$ cat src/rtl/decode_stage.sv
// RV32/RV64 base-ISA decode stage: one-entry skid register with valid/ready
// handshake, flush, and a saturating count of bundles handed downstream.
module decode_stage #(
  parameter int XLEN  = 32,
  parameter int CNT_W = 16
) (
  input  logic             clk,
  input  logic             reset,
  input  logic             flush,
  input  logic             in_valid,
  output logic             in_ready,
  input  logic [31:0]      in_instr,
  input  logic [XLEN-1:0]  in_pc,
  output logic             out_valid,
  input  logic             out_ready,
  output logic [XLEN-1:0]  out_pc,
  output logic [XLEN-1:0]  out_imm,
  output logic [4:0]       out_rd,
  output logic [4:0]       out_rs1,
  output logic [4:0]       out_rs2,
  output logic [2:0]       out_funct3,
  output logic             out_funct7b5,
  output logic [2:0]       out_fmt,
  output logic             out_reg_write,
  output logic             out_illegal,
  output logic [CNT_W-1:0] decode_count
);

  localparam logic [2:0] FMT_R   = 3'd0;
  localparam logic [2:0] FMT_I   = 3'd1;
  localparam logic [2:0] FMT_S   = 3'd2;
  localparam logic [2:0] FMT_B   = 3'd3;
  localparam logic [2:0] FMT_U   = 3'd4;
  localparam logic [2:0] FMT_J   = 3'd5;
  localparam logic [2:0] FMT_ILL = 3'd7;

  typedef enum logic {EMPTY, FULL} state_e;

  typedef struct packed {
    logic [XLEN-1:0] pc;
    logic [XLEN-1:0] imm;
    logic [4:0]      rd;
    logic [4:0]      rs1;
    logic [4:0]      rs2;
    logic [2:0]      funct3;
    logic            funct7b5;
    logic [2:0]      fmt;
    logic            reg_write;
    logic            illegal;
  } bundle_t;

  state_e     state_q, state_d;
  bundle_t    bundle_q, bundle_d;
  logic [CNT_W-1:0] cnt_q, cnt_d;

  logic [6:0]  op;
  logic [31:0] imm32;
  logic        is_r, is_i, is_s, is_b, is_u, is_j;
  logic        accept, load;

  assign op   = in_instr[6:0];
  assign is_r = (op == 7'b0110011);
  assign is_i = (op == 7'b0010011) || (op == 7'b0000011) ||
                (op == 7'b1100111);
  assign is_s = (op == 7'b0100011);
  assign is_b = (op == 7'b1100011);
  assign is_u = (op == 7'b0110111) || (op == 7'b0010111);
  assign is_j = (op == 7'b1101111);

  // Immediates are built as 32-bit signed values, then widened to XLEN.
  always_comb begin
    bundle_d = '0;
    imm32    = '0;
    bundle_d.pc = in_pc;
    unique case (1'b1)
      is_r: begin
        bundle_d.fmt       = FMT_R;
        bundle_d.rd        = in_instr[11:7];
        bundle_d.rs1       = in_instr[19:15];
        bundle_d.rs2       = in_instr[24:20];
        bundle_d.funct3    = in_instr[14:12];
        bundle_d.funct7b5  = in_instr[30];
        bundle_d.reg_write = (in_instr[11:7] != 5'd0);
      end
      is_i: begin
        bundle_d.fmt       = FMT_I;
        bundle_d.rd        = in_instr[11:7];
        bundle_d.rs1       = in_instr[19:15];
        bundle_d.funct3    = in_instr[14:12];
        bundle_d.funct7b5  = (op == 7'b0010011) &&
                             (in_instr[14:12] == 3'b101) &&
                             in_instr[30];
        bundle_d.reg_write = (in_instr[11:7] != 5'd0);
        imm32 = {{20{in_instr[31]}}, in_instr[31:20]};
      end
      is_s: begin
        bundle_d.fmt    = FMT_S;
        bundle_d.rs1    = in_instr[19:15];
        bundle_d.rs2    = in_instr[24:20];
        bundle_d.funct3 = in_instr[14:12];
        imm32 = {{20{in_instr[31]}}, in_instr[31:25],
                 in_instr[11:7]};
      end
      is_b: begin
        bundle_d.fmt    = FMT_B;
        bundle_d.rs1    = in_instr[19:15];
        bundle_d.rs2    = in_instr[24:20];
        bundle_d.funct3 = in_instr[14:12];
        imm32 = {{19{in_instr[31]}}, in_instr[31], in_instr[7],
                 in_instr[30:25], in_instr[11:8], 1'b0};
      end
      is_u: begin
        bundle_d.fmt       = FMT_U;
        bundle_d.rd        = in_instr[11:7];
        bundle_d.reg_write = (in_instr[11:7] != 5'd0);
        imm32 = {in_instr[31:12], 12'b0};
      end
      is_j: begin
        bundle_d.fmt       = FMT_J;
        bundle_d.rd        = in_instr[11:7];
        bundle_d.reg_write = (in_instr[11:7] != 5'd0);
        imm32 = {{11{in_instr[31]}}, in_instr[31],
                 in_instr[19:12], in_instr[20],
                 in_instr[30:21], 1'b0};
      end
      default: begin
        bundle_d.fmt     = FMT_ILL;
        bundle_d.illegal = 1'b1;
      end
    endcase
    bundle_d.imm = XLEN'($signed(imm32));
  end

  always_comb begin
    in_ready = (state_q == EMPTY) || out_ready;
    accept   = in_valid && in_ready;
    load     = accept && !flush;
    state_d  = state_q;
    cnt_d    = cnt_q;
    if (flush) begin
      state_d = EMPTY;
    end else if (accept) begin
      state_d = FULL;
    end else if (out_ready) begin
      state_d = EMPTY;
    end
    if ((state_q == FULL) && out_ready && !flush &&
        (cnt_q != {CNT_W{1'b1}})) begin
      cnt_d = cnt_q + CNT_W'(1);
    end
  end

  always_ff @(posedge clk or negedge reset) begin
    if (!reset) begin
      state_q  <= EMPTY;
      bundle_q <= '0;
      cnt_q    <= '0;
    end else begin
      state_q <= state_d;
      cnt_q   <= cnt_d;
      if (load) begin
        bundle_q <= bundle_d;
      end
    end
  end

  assign out_valid     = (state_q == FULL);
  assign out_pc        = bundle_q.pc;
  assign out_imm       = bundle_q.imm;
  assign out_rd        = bundle_q.rd;
  assign out_rs1       = bundle_q.rs1;
  assign out_rs2       = bundle_q.rs2;
  assign out_funct3    = bundle_q.funct3;
  assign out_funct7b5  = bundle_q.funct7b5;
  assign out_fmt       = bundle_q.fmt;
  assign out_reg_write = bundle_q.reg_write;
  assign out_illegal   = bundle_q.illegal;
  assign decode_count  = cnt_q;

endmodule

$ cat config.mk
export PLATFORM = sky130hd
export DESIGN_NAME = decode_stage
export DESIGN_NICKNAME = d
export VERILOG_FILES = /design/src/rtl/decode_stage.sv
export SDC_FILE = /design/constraint.sdc
export NUM_CORES = 1
export LEC_CHECK = 0
export CORE_MARGIN = 4
export CORE_UTILIZATION = 35
export CTS_CLUSTER_DIAMETER = 100
export DETAILED_ROUTE_END_ITERATION = 7
export PLACE_DENSITY = 0.69
export RECOVER_POWER = 25
export SYNTH_ARGS = -nofsm -noshare
export SYNTH_HDL_FRONTEND = slang
export SYNTH_SLANG_ARGS = --single-unit
export TNS_END_PERCENT = 5
$ cat constraint.sdc
create_clock -name clk -period 3.2 [get_ports clk]
set_clock_uncertainty 0.15 [all_clocks]
set_input_delay 0.64 -clock clk [delete_from_list [all_inputs] [get_ports clk]]
set_output_delay 0.64 -clock clk [all_outputs]
set_load 0.05 [all_outputs]
==> impl_table.tex, run 1 <==
\begin{tabular}{lr}
\hline
Metric & Value \\
\hline
\multicolumn{2}{l}{\textbf{Worst hold path}} \\
Class of the tightest hold or removal check & flop to flop \\
\multicolumn{2}{l}{\textbf{Timing}} \\
Setup repair after global routing missed its margin & no \\
Count of endpoints failing hold in the final timing report & 0 \\
Slew headroom & -0.410 \\
Number of max-slew violations in the final report & 39 \\
Final setup violating endpoints & 0 \\
Final cycle utilization of the critical path & 0.885 \\
Setup TNS & 0 ps \\
Tmin final & 2830 ps \\
Least-Margin Pin Slew & around 2100 ps \\
Fmax & approximately 0.35 GHz \\
\multicolumn{2}{l}{\textbf{Power}} \\
Switching Power & about 1100 uW \\
Relative contribution of sequential cells to total power & 0.441 \\
Total power per unit cell area & slightly above 500 nW/um\^{}2 \\
P\_leak & between 0.002 and 0.003 uW \\
Cell-internal power & 2280 uW \\
Switching power as a share of total power & 0.328 \\
Portion of total power attributed to combinational logic & 0.253 \\
IR Drop Worst-Case VDD & 0.000329 V \\
Power share of the clock group & 0.306 \\
\multicolumn{2}{l}{\textbf{Setup path}} \\
R2R Setup Slk & between 1000 and 1500 ps \\
Biggest fanout along the worst timing path & 26 \\
Cell family with most CP delay & compound AO/OA/AOI/OAI gates \\
Worst setup endpoint & out\_imm[18] \\
Crit-path cells & clkdlybuf4s50\_1, and2\_0, o2111ai\_1, nand2\_2, o21ai\_4, o21ai\_0 \\
Sort of element at the end of the critical path & flop \\
Number of gates on the worst path with buffers counted & 6 \\
Arrival @ worst endpoint & between 2000 and 3000 ps \\
Reg2Reg Capture Point & out\_rs1[1] \\
Worst Reg2Reg Path Length in Cells & 5 \\
Reg-to-reg startpoint & out\_valid \\
Setup CP Type & input pin to flop \\
Launch point of the worst path & in\_instr[2] \\
Cell with the biggest individual delay on the critical path & sky130\_fd\_sc\_hd\_\_o21ai\_4 \\
Type of origin of the critical path & input pin \\
CP Data Required Time & 3240 ps \\
Delay of the slowest cell on the worst path & approximately 760 ps \\
Crit path buffers/inverters & 1 \\
\multicolumn{2}{l}{\textbf{Job}} \\
MaxCap Viol Count & 1 \\
\multicolumn{2}{l}{\textbf{Layout}} \\
Reg area & 2630 um\^{}2 \\
Fillers & $\sim$1200 \\
Post-layout instance area & 6740 um\^{}2 \\
Proportion of layout cells with a drive suffix above 1 & 0.0932 \\
Final layout net count & a little under 700 \\
Final antenna diode count & 0 \\
Area added between synthesis and finish & 48.7\% \\
Area of the multi-input gates & 1780 um\^{}2 \\
\multicolumn{2}{l}{\textbf{Clock tree}} \\
PostCTS Resize Cnt & 0 \\
Clock buffer count from CTS & 9 \\
Buffers inserted during post-CTS setup optimization & 0 \\
Count of clock tree sinks & between 100 and 150 \\
Clock slew seen by the registers of the worst setup and hold paths & $\sim$70 ps \\
Worst skew pair latency & $\sim$350 ps \\
Number of buffers on the longest clock path & 2 \\
TritonCTS clock tree & done \\
Hold-fix buffers, CTS & 0 \\
CTS H-Tree Depth & 3 \\
CTS root buffer & sky130\_fd\_sc\_hd\_\_clkbuf\_16 \\
\multicolumn{2}{l}{\textbf{Routing}} \\
Post-detailed-route count of antenna-violating nets & 0 \\
Initial detailed-routing violation count & around 220 \\
Routed via count divided by cell count & 4.87 \\
DRC violations left & 0 \\
Post-Route WL & around 13000 um \\
Drt wl/cell & 16.5 um \\
TritonRoute pass-1 iters & 4 \\
Via count & between 3000 and 4000 \\
\multicolumn{2}{l}{\textbf{Placement}} \\
Port-buffer cells & roughly 170 \\
RD Place Congestion & $\sim$0.85 \\
HPWL Detailed & 9880 um \\
Placement Cell Area & 6460 um\^{}2 \\
\multicolumn{2}{l}{\textbf{Floorplan}} \\
Starting density of the core & 0.358 \\
X dimension of the die & approximately 120 um \\
Core Rows & approximately 40 \\
DIE AREA & 14800 um\^{}2 \\
Die Height & 122 um \\
IO Count & around 180 \\
Area of the placeable core & 12700 um\^{}2 \\
\multicolumn{2}{l}{\textbf{Global routing}} \\
All-Layer GR Usage & 0.182 \\
Pin count of the biggest net entering global routing & between 60 and 70 \\
Via count of the first global-routing pass & 4002 \\
Global route total overflow & 0 \\
Global-route wire length before repair & $\sim$21000 um \\
Antenna violations before repair & 0 \\
\multicolumn{2}{l}{\textbf{Synth}} \\
YS warnings & 0 \\
Sequential fraction of the synthesis area & 0.579 \\
Number of synthesized flops with an enable pin & 0 \\
Cell accounting for the most synthesized area & sky130\_fd\_sc\_hd\_\_dfrtp\_1 \\
Library cell with the highest instance count after synthesis & sky130\_fd\_sc\_hd\_\_nand2\_1 \\
Area share of the largest cell type after synthesis & 0.579 \\
Avg Inst Size Synth & roughly 10 um\^{}2 \\
Post-synth ARST share & 1.00 \\
Cell Area, Synth & $\sim$4500 um\^{}2 \\
Post-synth top flop & sky130\_fd\_sc\_hd\_\_dfrtp\_1 \\
Yosys cell types & between 40 and 50 \\
Register bit count reported by yosys & $\sim$110 \\
Mapped Nets & a little over 500 \\
Ranking of synthesized cells by area & sky130\_fd\_sc\_hd\_\_dfrtp\_1, sky130\_fd\_sc\_hd\_\_nand2\_1, sky130\_fd\_sc\_hd\_\_a22o\_1, sky130\_fd\_sc\_hd\_\_o21ai\_2, sky130\_fd\_sc\_hd\_\_a21oi\_1 \\
Number of instances in the synthesized netlist & about 440 \\
Most common library cells after synthesis & sky130\_fd\_sc\_hd\_\_nand2\_1, sky130\_fd\_sc\_hd\_\_dfrtp\_1, sky130\_fd\_sc\_hd\_\_a21oi\_1, sky130\_fd\_sc\_hd\_\_a22o\_1, sky130\_fd\_sc\_hd\_\_o21ai\_2 \\
\multicolumn{2}{l}{\textbf{Run status}} \\
Outcome & complete, but fails checks \\
Failing checks & max-capacitance violations, max-slew violations \\
\hline
\end{tabular}
kinds of logic after synthesis:
group,Yosys count,share of synthesized area
AOI/OAI and AO/OA,100,0.163
xor gates and xnor gates,14,0.0270
adders and majority gates,1,0.00276
buffers and inverters,24,0.0290
DFF,105,0.579
muxes,1,0.00248
and+or+nand+nor,199,0.196
sequential cells by signal, indices dropped and copies added, names as in the netlist, 3 cells and up:
| name | cells |
|---|---|
| out_rs1 | 5 |
| out_pc | 32 |
| out_fmt | 3 |
| decode_count | 16 |
| out_funct3 | 3 |
| out_imm | 32 |
| out_rd | 5 |
| out_rs2 | 5 |
worst min path at each step:
stage / slack [ps] / cells after the start / endpoint / startpoint
floorplan: 190 / 0 / decode_count[0] / reset
global placement: 310 / 2 / out_pc[2] / out_pc[2]
detailed placement: 310 / 2 / out_pc[24] / out_pc[24]
CTS: 110 / 1 / out_valid / reset
global route: 350 / 2 / out_imm[2] / out_imm[2]
finish: 320 / 2 / out_pc[24] / out_pc[24]
per-stage QoR:
step | total power [uW] | util | instances | hold WS, ps | setup slack (ps)
6_report | 3390 | 0.532 | 794 | 323 | 369
4_1_cts | 3440 | 0.532 | 794 | 110 | 409
3_5_place_dp | 2390 | 0.510 | 778 | 311 | 27.9
5_1_grt | 3560 | 0.532 | 794 | 353 | 176
2_1_floorplan | 2010 | - | 444 | 194 | 977
3_3_place_gp | 2370 | 0.510 | 778 | 307 | 144
power groups by stage:
stage                     registers [uW]  logic (uW)  clock network (uW)
after detailed placement            1520         868                   0
after global routing                1510         914                1140
final                               1500         860                1040
after CTS                           1500         871                1080
after global placement              1520         858                   0
after floorplan                     1850         152                   0
metal layers:
metal  track usage  vias up  share of wire
met3        0.0422       18          0.069
met5             0        -              0
li1              -     1877              -
met1         0.233     1837           0.43
met4        0.0672        0          0.021
met2         0.302      134           0.48
worst min-delay path: cells and delay by family (launching register included):
family	cells	cell delay (ps)
flops	1	340
simple gates	2	110
layout make-up:
type | instances | share of cell area
clock buffer | 11 | 0.0360
clock inverter | 5 | 0.00575
inverter | 3 | 0.00167
multi-input combinational | 315 | 0.264
sequential | 105 | 0.390
tap | 172 | 0.0319
timing repair buffer | 183 | 0.271
cell usage in the layout (no fill, tap or decap), types with 3 or more instances in the layout:
cell type	netlist	final
sky130_fd_sc_hd__clkdlybuf4s50_1	0	172
sky130_fd_sc_hd__nand2_1	140	140
sky130_fd_sc_hd__dfrtp_1	105	105
sky130_fd_sc_hd__a21oi_1	25	25
sky130_fd_sc_hd__a22o_1	24	24
sky130_fd_sc_hd__o21ai_2	20	20
sky130_fd_sc_hd__nor2_1	18	18
sky130_fd_sc_hd__o21ai_0	12	12
sky130_fd_sc_hd__xnor2_1	11	11
sky130_fd_sc_hd__nand3_1	9	9
sky130_fd_sc_hd__clkbuf_16	0	9
sky130_fd_sc_hd__buf_4	2	8
sky130_fd_sc_hd__and3_1	5	5
sky130_fd_sc_hd__a22oi_1	4	4
sky130_fd_sc_hd__clkinvlp_4	0	4
sky130_fd_sc_hd__inv_1	3	3
sky130_fd_sc_hd__nor3_1	3	3
sky130_fd_sc_hd__nand4_1	3	3
sky130_fd_sc_hd__xor2_1	3	3
Note: power is estimated with default switching activity, not from simulation.
==> inputs of run 2 (changes only) <==
--- a/config.mk
+++ b/config.mk
@@ -9,6 +9,7 @@
 export CORE_UTILIZATION = 35
 export CTS_CLUSTER_DIAMETER = 100
 export DETAILED_ROUTE_END_ITERATION = 7
+export GPL_ROUTABILITY_DRIVEN = 0
 export PLACE_DENSITY = 0.69
 export RECOVER_POWER = 25
 export SYNTH_ARGS = -nofsm -noshare
==> results of run 2 <==
Final layout, timing and power as in run 1 (identical DEF).
==> inputs of run 3 (changes only) <==
--- a/config.mk
+++ b/config.mk
@@ -7,10 +7,10 @@
 export LEC_CHECK = 0
 export CORE_MARGIN = 4
 export CORE_UTILIZATION = 35
-export CTS_CLUSTER_DIAMETER = 100
+export CTS_CLUSTER_DIAMETER = 50
 export DETAILED_ROUTE_END_ITERATION = 7
 export GPL_ROUTABILITY_DRIVEN = 0
-export PLACE_DENSITY = 0.69
+export PLACE_DENSITY = 0.72
 export RECOVER_POWER = 25
 export SYNTH_ARGS = -nofsm -noshare
 export SYNTH_HDL_FRONTEND = slang
==> constraint.sdc (replaced) <==
create_clock -name clk -period 2.5 [get_ports clk]
set_clock_uncertainty 0.15 [all_clocks]
set_input_delay 0.5 -clock clk [delete_from_list [all_inputs] [get_ports clk]]
set_output_delay 0.5 -clock clk [all_outputs]
set_load 0.05 [all_outputs]
==> impl_table.tex, run 3 (synthesis gave the netlist of run 1 again) <==
\begin{tabular}{lr}
\hline
Metric & Value \\
\hline
\multicolumn{2}{l}{\textbf{Run status}} \\
Outcome & complete, no violations (was complete, but fails checks) \\
\multicolumn{2}{l}{\textbf{Setup path}} \\
Sort of element at the end of the critical path & output pin (was flop) \\
Biggest fanout along the worst timing path & 6 (was 26) \\
Arrival @ worst endpoint & 1640 ps (was 2870 ps) \\
Type of origin of the critical path & flop (was input pin) \\
Cell family with most CP delay & buffers and inverters (was compound AO/OA/AOI/OAI gates) \\
Cell with the biggest individual delay on the critical path & sky130\_fd\_sc\_hd\_\_clkdlybuf4s50\_1 (was sky130\_fd\_sc\_hd\_\_o21ai\_4) \\
Delay of the slowest cell on the worst path & 840 ps (was 760 ps) \\
Crit-path cells & clkdlybuf4s50\_1 (was clkdlybuf4s50\_1, and2\_0, o2111ai\_1, nand2\_2, o21ai\_4, o21ai\_0) \\
Setup CP Type & flop to output pin (was input pin to flop) \\
Number of gates on the worst path with buffers counted & 1 (was 6) \\
Crit path buffers/inverters & 1 (unchanged) \\
Worst Reg2Reg Path Length in Cells & 4 (was 5) \\
R2R Setup Slk & 570 ps (was 1200 ps) \\
CP Data Required Time & 1850 ps (was 3240 ps) \\
\multicolumn{2}{l}{\textbf{Timing}} \\
Number of max-slew violations in the final report & 0 (was 39) \\
Tightest hold margin & 213 ps (was 323 ps) \\
Tmin final & 2290 ps \\
Slew headroom & 0.223 (was -0.410) \\
Worst setup margin & 210 ps (was 369 ps) \\
Setup repair after global routing missed its margin & no (unchanged) \\
Count of endpoints failing hold in the final timing report & 0 (unchanged) \\
Final setup violating endpoints & 0 (unchanged) \\
Least-Margin Pin Slew & 1170 ps (was 2120 ps) \\
Final cycle utilization of the critical path & 0.916 \\
Fmax & between 0.4 and 0.5 GHz \\
\multicolumn{2}{l}{\textbf{Global routing}} \\
Global-route wire length before repair & 21000 um (was 21200 um) \\
Pin count of the biggest net entering global routing & 47 (was 68) \\
All-Layer GR Usage & 0.181 (was 0.182) \\
Via count of the first global-routing pass & 3925 (was 4002) \\
Global route total overflow & 0 (unchanged) \\
Antenna violations before repair & 0 (unchanged) \\
\multicolumn{2}{l}{\textbf{Layout}} \\
Final antenna diode count & 0 (unchanged) \\
End-of-flow core utilization & 0.551 (was 0.532) \\
Area added between synthesis and finish & 54.0\% (was 48.7\%) \\
Commonest non-fill, non-tap cell in the layout & sky130\_fd\_sc\_hd\_\_clkdlybuf4s50\_1 (unchanged) \\
Proportion of layout cells with a drive suffix above 1 & 0.124 (was 0.0932) \\
Final layout net count & 708 (was 687) \\
Most frequent cells in the layout & sky130\_fd\_sc\_hd\_\_clkdlybuf4s50\_1, sky130\_fd\_sc\_hd\_\_nand2\_1, sky130\_fd\_sc\_hd\_\_dfrtp\_1 (unchanged) \\
Post-layout instance area & 6980 um\^{}2 (was 6740 um\^{}2) \\
\multicolumn{2}{l}{\textbf{Floorplan}} \\
Die Height & 122 um (unchanged) \\
IO Count & 175 (unchanged) \\
Core Rows & 41 (unchanged) \\
Starting density of the core & 0.358 (unchanged) \\
X dimension of the die & 122 um (unchanged) \\
Area of the placeable core & 12700 um\^{}2 (unchanged) \\
DIE AREA & 14800 um\^{}2 (unchanged) \\
\multicolumn{2}{l}{\textbf{Clock tree}} \\
CTS H-Tree Depth & 3 (unchanged) \\
Hold-fix buffers, CTS & 0 (unchanged) \\
TritonCTS clock tree & done (unchanged) \\
Clock buffer count from CTS & 9 (unchanged) \\
Buffers inserted during post-CTS setup optimization & 0 (unchanged) \\
Clock slew seen by the registers of the worst setup and hold paths & 70 ps (about the same) \\
Count of clock tree sinks & 105 (unchanged) \\
PostCTS Resize Cnt & 0 (unchanged) \\
Number of buffers on the longest clock path & 2 (unchanged) \\
CTS root buffer & sky130\_fd\_sc\_hd\_\_clkbuf\_16 (unchanged) \\
Worst skew pair latency & 350 ps (about the same) \\
\multicolumn{2}{l}{\textbf{Routing}} \\
Drt wl/cell & 16.5 um (about the same) \\
Routed via count divided by cell count & 4.91 (was 4.87) \\
Initial detailed-routing violation count & 292 (was 223) \\
Via count & 4000 (was 3866) \\
Post-Route WL & 13400 um (was 13100 um) \\
DRC violations left & 0 (unchanged) \\
TritonRoute pass-1 iters & 4 (unchanged) \\
Post-detailed-route count of antenna-violating nets & 0 (unchanged) \\
\multicolumn{2}{l}{\textbf{Power}} \\
Total power per unit cell area & 658 nW/um\^{}2 (was 503 nW/um\^{}2) \\
IR Drop Worst-Case VDD & 0.000457 V (was 0.000329 V) \\
P\_leak & 0.00308 uW (was 0.00292 uW) \\
\multicolumn{2}{l}{\textbf{Job}} \\
MaxCap Viol Count & 0 (was 1) \\
\multicolumn{2}{l}{\textbf{Placement}} \\
Placement Cell Area & 6690 um\^{}2 (was 6460 um\^{}2) \\
HPWL Detailed & 10200 um (was 9880 um) \\
Port-buffer cells & 174 (unchanged) \\
Worst slack at placement & -58.6 ps (was 27.9 ps) \\
\multicolumn{2}{l}{\textbf{Worst hold path}} \\
Class of the tightest hold or removal check & input pin to async pin (was flop to flop) \\
\hline
\end{tabular}
==> run 3: path summary, 6_finish.rpt <==
path                                  start               to
setup / recovery            decode_count[2]  decode_count[2]
hold reg to reg                  out_pc[21]       out_pc[21]
min in group clk                 out_pc[21]       out_pc[21]
setup reg to reg           decode_count[10]  decode_count[1]
max in group asynchronous             reset      out_imm[17]
hold / removal                        reset  decode_count[6]
==> run 3: per-layer routing <==
layer	share of wire	up-vias	GRT usage	wire length, um
met4	0.016	0	0.0644	217
li1	-	1913	-	-
met2	0.50	142	0.304	6680
met3	0.068	16	0.0381	916
met1	0.42	1929	0.232	5610
met5	0	-	0	0
==> run 3: final cells by class <==
class | count | area [um^2]
Timing Repair Buffer | 204 | 2020
Sequential cell | 105 | 2630
Multi-Input combinational cell | 315 | 1780
Clock buffer | 12 | 256
Inverter | 3 | 11.3
Clock inverter | 4 | 73.8
Tap cell | 172 | 215
Fill cell | 1146 | 5690
==> run 3: through the flow <==
| stage | instances | power [uW] | setup TNS (ps) |
|---|---|---|---|
| after detailed placement | 799 | 3090 | -281 |
| after global placement | 799 | 3070 | 0 |
| after floorplan | 444 | 2570 | 0 |
| final | 815 | 4590 | 0 |
| after global routing | 815 | 4780 | 0 |
| after CTS | 815 | 4650 | 0 |
==> run 3: power by group <==
| part | internal, uW | switching [uW] | total, uW |
|---|---|---|---|
| combinational | 412 | 716 | 1130 |
| sequential | 1820 | 95.9 | 1920 |
| clock | 935 | 613 | 1550 |
